===== src/rtl/pwm_fade_ctrl.sv =====
// Duty-cycle sequencer for a pwm instance: one-shot linear fades or continuous 0<->target breathing.
// state   | meaning
// IDLE    | waiting for a command, duty held
// RAMP    | one-shot fade toward tgt, done pulse on arrival
// BREATHE | triangle sweep between 0 and tgt until stopped
module pwm_fade_ctrl #(
  parameter int CLK_FREQ = 100000000,
  parameter int PWM_FREQ = 20000,
  parameter int WL       = $clog2(CLK_FREQ/PWM_FREQ),
  parameter int STEP_WL  = 16
) (
  input  logic               clk,
  input  logic               rst,
  input  logic               i_cmd_valid,
  output logic               o_cmd_ready,
  input  logic [WL-1:0]      i_cmd_target,
  input  logic [STEP_WL-1:0] i_cmd_step_div,
  input  logic               i_cmd_breathe,
  input  logic               i_stop,
  output logic [WL-1:0]      o_duty_cycle,
  output logic               o_busy,
  output logic               o_done
);

  localparam int            MAX_DUTY = CLK_FREQ/PWM_FREQ;
  localparam logic [WL-1:0] MAX_W    = WL'(MAX_DUTY);

  typedef enum logic [1:0] {ST_IDLE, ST_RAMP, ST_BREATHE} state_t;

  state_t             state_q, state_d;
  logic [WL-1:0]      duty_q, duty_d;
  logic [WL-1:0]      tgt_q, tgt_d;
  logic [STEP_WL-1:0] div_q, div_d;
  logic [STEP_WL-1:0] cnt_q, cnt_d;
  logic               dir_q, dir_d;
  logic               done_q, done_d;

  logic [WL-1:0]      tgt_in;
  logic [WL-1:0]      duty_step;
  logic [STEP_WL-1:0] div_eff;
  logic               tick;

  always_comb begin
    state_d   = state_q;
    duty_d    = duty_q;
    tgt_d     = tgt_q;
    div_d     = div_q;
    cnt_d     = cnt_q;
    dir_d     = dir_q;
    done_d    = 1'b0;
    tgt_in    = (i_cmd_target > MAX_W) ? MAX_W : i_cmd_target;
    div_eff   = (div_q == '0) ? STEP_WL'(1) : div_q;
    tick      = (cnt_q == div_eff - STEP_WL'(1));
    duty_step = dir_q ? duty_q + WL'(1) : duty_q - WL'(1);

    case (state_q)
      ST_IDLE: begin
        cnt_d = '0;
        if (i_cmd_valid) begin
          tgt_d   = tgt_in;
          div_d   = i_cmd_step_div;
          dir_d   = (duty_q < tgt_in);
          state_d = i_cmd_breathe ? ST_BREATHE : ST_RAMP;
        end
      end
      ST_RAMP: begin
        if (i_stop) begin
          state_d = ST_IDLE;
          cnt_d   = '0;
        end else if (div_q == '0 || duty_q == tgt_q) begin
          // immediate jump, or already sitting on the target at accept
          duty_d  = tgt_q;
          state_d = ST_IDLE;
          done_d  = 1'b1;
          cnt_d   = '0;
        end else if (tick) begin
          cnt_d  = '0;
          duty_d = duty_step;
          if (duty_step == tgt_q) begin
            state_d = ST_IDLE;
            done_d  = 1'b1;
          end
        end else begin
          cnt_d = cnt_q + STEP_WL'(1);
        end
      end
      ST_BREATHE: begin
        if (i_stop) begin
          state_d = ST_IDLE;
          cnt_d   = '0;
        end else if (tick) begin
          cnt_d = '0;
          // endpoints reverse and step on the same tick, so the wave never dwells
          if (dir_q) begin
            if (duty_q == tgt_q) begin
              dir_d  = 1'b0;
              duty_d = (duty_q == '0) ? '0 : duty_q - WL'(1);
            end else begin
              duty_d = duty_q + WL'(1);
            end
          end else begin
            if (duty_q == '0) begin
              dir_d  = 1'b1;
              duty_d = (tgt_q == '0) ? '0 : WL'(1);
            end else begin
              duty_d = duty_q - WL'(1);
            end
          end
        end else begin
          cnt_d = cnt_q + STEP_WL'(1);
        end
      end
      default: begin
        state_d = ST_IDLE;
        cnt_d   = '0;
      end
    endcase
  end

  always_ff @(posedge clk or negedge rst) begin
    if (!rst) begin
      state_q <= ST_IDLE;
      duty_q  <= '0;
      tgt_q   <= '0;
      div_q   <= '0;
      cnt_q   <= '0;
      dir_q   <= 1'b0;
      done_q  <= 1'b0;
    end else begin
      state_q <= state_d;
      duty_q  <= duty_d;
      tgt_q   <= tgt_d;
      div_q   <= div_d;
      cnt_q   <= cnt_d;
      dir_q   <= dir_d;
      done_q  <= done_d;
    end
  end

  assign o_cmd_ready  = (state_q == ST_IDLE);
  assign o_busy       = (state_q != ST_IDLE);
  assign o_done       = done_q;
  assign o_duty_cycle = duty_q;

endmodule


===== config.mk =====
export PLATFORM = sky130hd
export DESIGN_NAME = pwm_fade_ctrl
export DESIGN_NICKNAME = d
export VERILOG_FILES = /design/src/rtl/pwm_fade_ctrl.sv
export SDC_FILE = /design/constraint.sdc
export NUM_CORES = 1
export LEC_CHECK = 0
export ABC_CLOCK_PERIOD_IN_PS = 4300
export CAP_MARGIN = 40
export CORE_MARGIN = 5
export CORE_UTILIZATION = 38
export CTS_BUF_LIST = sky130_fd_sc_hd__clkbuf_16
export DETAILED_ROUTE_END_ITERATION = 8
export PLACE_DENSITY = 0.56
export SLEW_MARGIN = 20
export SYNTH_ARGS = -nofsm -noshare
export SYNTH_HDL_FRONTEND = slang
export SYNTH_SLANG_ARGS = --single-unit

===== constraint.sdc =====
create_clock -name clk -period 4.3 [get_ports clk]
set_input_delay 0.645 -clock clk [delete_from_list [all_inputs] [get_ports clk]]
set_output_delay 0.645 -clock clk [all_outputs]
set_load 0.03 [all_outputs]

==> results.yml <==
power:
  power-per-cell-area_mw_per_mm2: 485.4
  power.ir.vdd_worst_uv: 205.5
  leakagePower_nw: 2.508
  total_power_w: 0.003065
layout:
  postLayoutCellArea_sq_mm: 0.006315
  post_route_cells_drive_above_1_share_pct: 10.26
  design.final.nets: 731
  layout.cells.most_common_list: "nor2_1, dfrtp_1, nand2_1, clkdlybuf4s50_1, xnor2_1"
  layout.cells.most_common: "nor2_1"
  antenna_cells: 0
  fillers: 1404
  layout-area-overhead-vs-synth_pct: 17.59
clock_network:
  clkLatencyLatePin_ns: 0.34
  tritoncts.num_buffers: 9
  root_buffer: "clkbuf_16"
  post_cts_buffers: 0
  postCtsHoldBufs: 0
  cts_htree_levels: 3
  clock_sinks: 62
  path_clk_slew_ns: 0.06
  post_cts_resized: 0
  cts_tree: "done"
  cts.path.max_buffers: 2
setup_path:
  cp_slowest_stage_delay_ns: 0.67
  cp_cell_sequence: "nor4_1 -> nand3_1 -> nor2_1 -> nor2_1 -> ha_1 -> or4b_1 -> nor3_1 -> xor2_1 -> o221ai_1 -> o21ai_1 -> o41a_2 -> o32ai_1 -> a221o_1"
  buf_inv_stages_crit_path: 0
  cpMostUsedCell: "nor2_1"
  crit_fanout: 11
  worst_ep_arrival_time_ns: 4.24
  timing_worst_setup_path_type: "flip-flop to flip-flop"
  cp-end-kind: "flip-flop"
  start_kind: "flip-flop"
  timing.critical_path.slowest_stage_cell: "o41a_2"
  timing.critical_path.required_ns: 4.58
  crit_family: "compound AO/OA/AOI/OAI gates"
detailed_routing:
  post_drt_wl_per_cell_um: 19.35
  routed_wl_mm: 16.68
  via_count: 5093
  drt-initial-drc-count: 381
  detail_route.vias_per_cell: 5.908
  firstDrtPassIters: 5
  drtAntennaViolNets: 0
  drc_violations_left: 0
synthesis:
  area_fraction_of_the_dominant_cell_type_after_synthesis_pct: 28.89
  synth_cell_type_count: 74
  syn-cell-area_sq_mm: 0.005370
  synth_fp_nets: 703
  number_of_flops_mapped_to_enable_cells_by_yosys: 0
  synth.yosys.seq_area_share_pct: 28.89
  postSynthCellCount: 650
  synth-async-reset-ratio_pct: 100.0
  average_cell_area_after_synthesis_sq_um: 8.262
  ys_warnings: 0
  synth-main-ff-cell: "dfrtp_1"
  synth_largest_area_cell: "dfrtp_1"
  yosys_register_bits: 62
  netlist_top_cells_area: "dfrtp_1, xnor2_1, xor2_1"
timing:
  rsz_0062_raised_after_global_routing: "no"
  fmax_ghz: 0.2525
  final.period_utilization_pct: 92.10
  timing.slew.headroom_pct: 43.43
  worst_clock_skew_ns: 0.005926
  setup_tns_ns: 0
  finalMaxSlewViolations: 0
  period_needed_ns: 3.960
  setup_viol_count_final: 0
  final_hold_viol_count: 0
  measured_slew_at_the_worst_slew_check_pin_ns: 0.8408
floorplan:
  floorplan.die.height_um: 128.9
  design.portCount: 50
  die_area_sq_mm: 0.01661
  core-area_sq_mm: 0.01388
  start_util_pct: 38.69
  die_w_um: 128.9
  placementRows: 43
global_route:
  antenna_violations_before_repair: 0
  via_count_of_the_first_global_routing_pass: 4940
  grt_util_all_layers_pct: 20.89
  overflow: 0
  grt_start_max_net_pins: 34
  wire_length_of_the_first_global_routing_pass_mm: 27.46
run_status:
  outcome: "finished, final reports clean"
run:
  cap_violations: 0
placed_design:
  detailed_place_hpwl_mm: 12.62
  place.gp.congestion: 0.9102
  post_dp_cell_area_sq_mm: 0.006006
  port_buffer_cells: 49
hold_path:
  worst_hold_path_type: "primary input to asynchronous set/reset pin"
[flip-flops by register name, indices dropped and copies added (netlist names)]
name          cells
div_q            16
cnt_q            16
state_q           2
o_duty_cycle     13
tgt_q            13
dir_q             1
o_done            1
[Yosys cell counts, drive strengths merged (7+ instances only)]
cell and count:
nor2 65, dfrtp 62, nand2 57, o21ai 48, xnor2 44, clkbuf 41, nand3 28, xor2 28
mux2 21, ha 19, nor3 18, nor4 18, a21oi 17, inv 14, and3 13, mux2i 13
nand4 10, buf 9, o31ai 9, a211oi 8, nor2b 8, or4 7
[power breakdown]
part | switching, W | leakage (nW) | internal, W | total, W
Combinational | 0.000725 | 1.58 | 0.000588 | 0.00131
Clock | 0.000274 | 0.142 | 0.000439 | 0.000713
Sequential | 0.000298 | 0.783 | 0.000741 | 0.00104
[metrics by stage]
| stage | util (%) | hold WS, ns | instances | setup WS, ns |
|---|---|---|---|---|
| floorplan | - | 0.3494 | 650 | 0.7116 |
| global placement | 43.16 | 0.5403 | 845 | 0.1443 |
| detailed placement | 43.27 | 0.5528 | 846 | 0.1336 |
| CTS | 45.29 | 0.4039 | 861 | 0.1465 |
| global route | 45.49 | 0.2994 | 862 | 0.03694 |
| finish | 45.49 | 0.2791 | 862 | 0.3398 |
[metal layers]
metal  part of all wire, %  global-route usage (%)
met1                    49                   30.61
met3                   4.5                   2.947
met4                   1.7                   6.609
met5                     0                       0
met2                    45                   31.77
[worst reg2reg max path, delay by kind of cell (launching register included)]
family	cells	cell delay (ns)
AOI/OAI and AO/OA	5	1.54
and+or+nand+nor	6	1.49
adders and majority gates	1	0.23
xor gates and xnor gates	1	0.16
DFF	1	0.47
[area by class of cell]
cell class	count	area, sq um	area share [%]
well taps	180	225.2	3.566
clock inverters	6	55.05	0.8718
repair buffers	67	640.6	10.14
flip-flops and latches	62	1551	24.57
inverters	14	52.55	0.8322
clock buffers	9	225.2	3.566
multi-input cells	524	3565	56.45
[cell families (layout without fill, tap and decap cells)]
group / after synthesis / count (layout) / synth area share, %
buffers and inverters: 64 / 96 / 4.893
XOR/XNOR: 73 / 73 / 12.16
AO/OA/AOI/OAI: 135 / 135 / 17.17
multiplexers: 34 / 34 / 6.827
flip-flops: 62 / 62 / 28.89
AND/OR/NAND/NOR: 263 / 263 / 25.63
adder cells (fa/ha/maj): 19 / 19 / 4.427
[path summary, 6_finish.rpt]
path,end,from,cells past startpoint,slack (ns)
worst max-delay path,o_duty_cycle[7]$_DFFE_PN0P_,div_q[10]$_DFFE_PN0P_,13,0.34
worst min-delay path,tgt_q[6]$_DFFE_PN0P_,rst,2,0.28
worst max register to register,o_duty_cycle[7]$_DFFE_PN0P_,div_q[10]$_DFFE_PN0P_,13,0.34
worst min register to register,tgt_q[11]$_DFFE_PN0P_,tgt_q[11]$_DFFE_PN0P_,2,0.57
max in group asynchronous,o_done$_DFF_PN0_,rst,2,3.57
min in group clk,tgt_q[11]$_DFFE_PN0P_,tgt_q[11]$_DFFE_PN0P_,2,0.57
(Power assumes the default switching activity.)
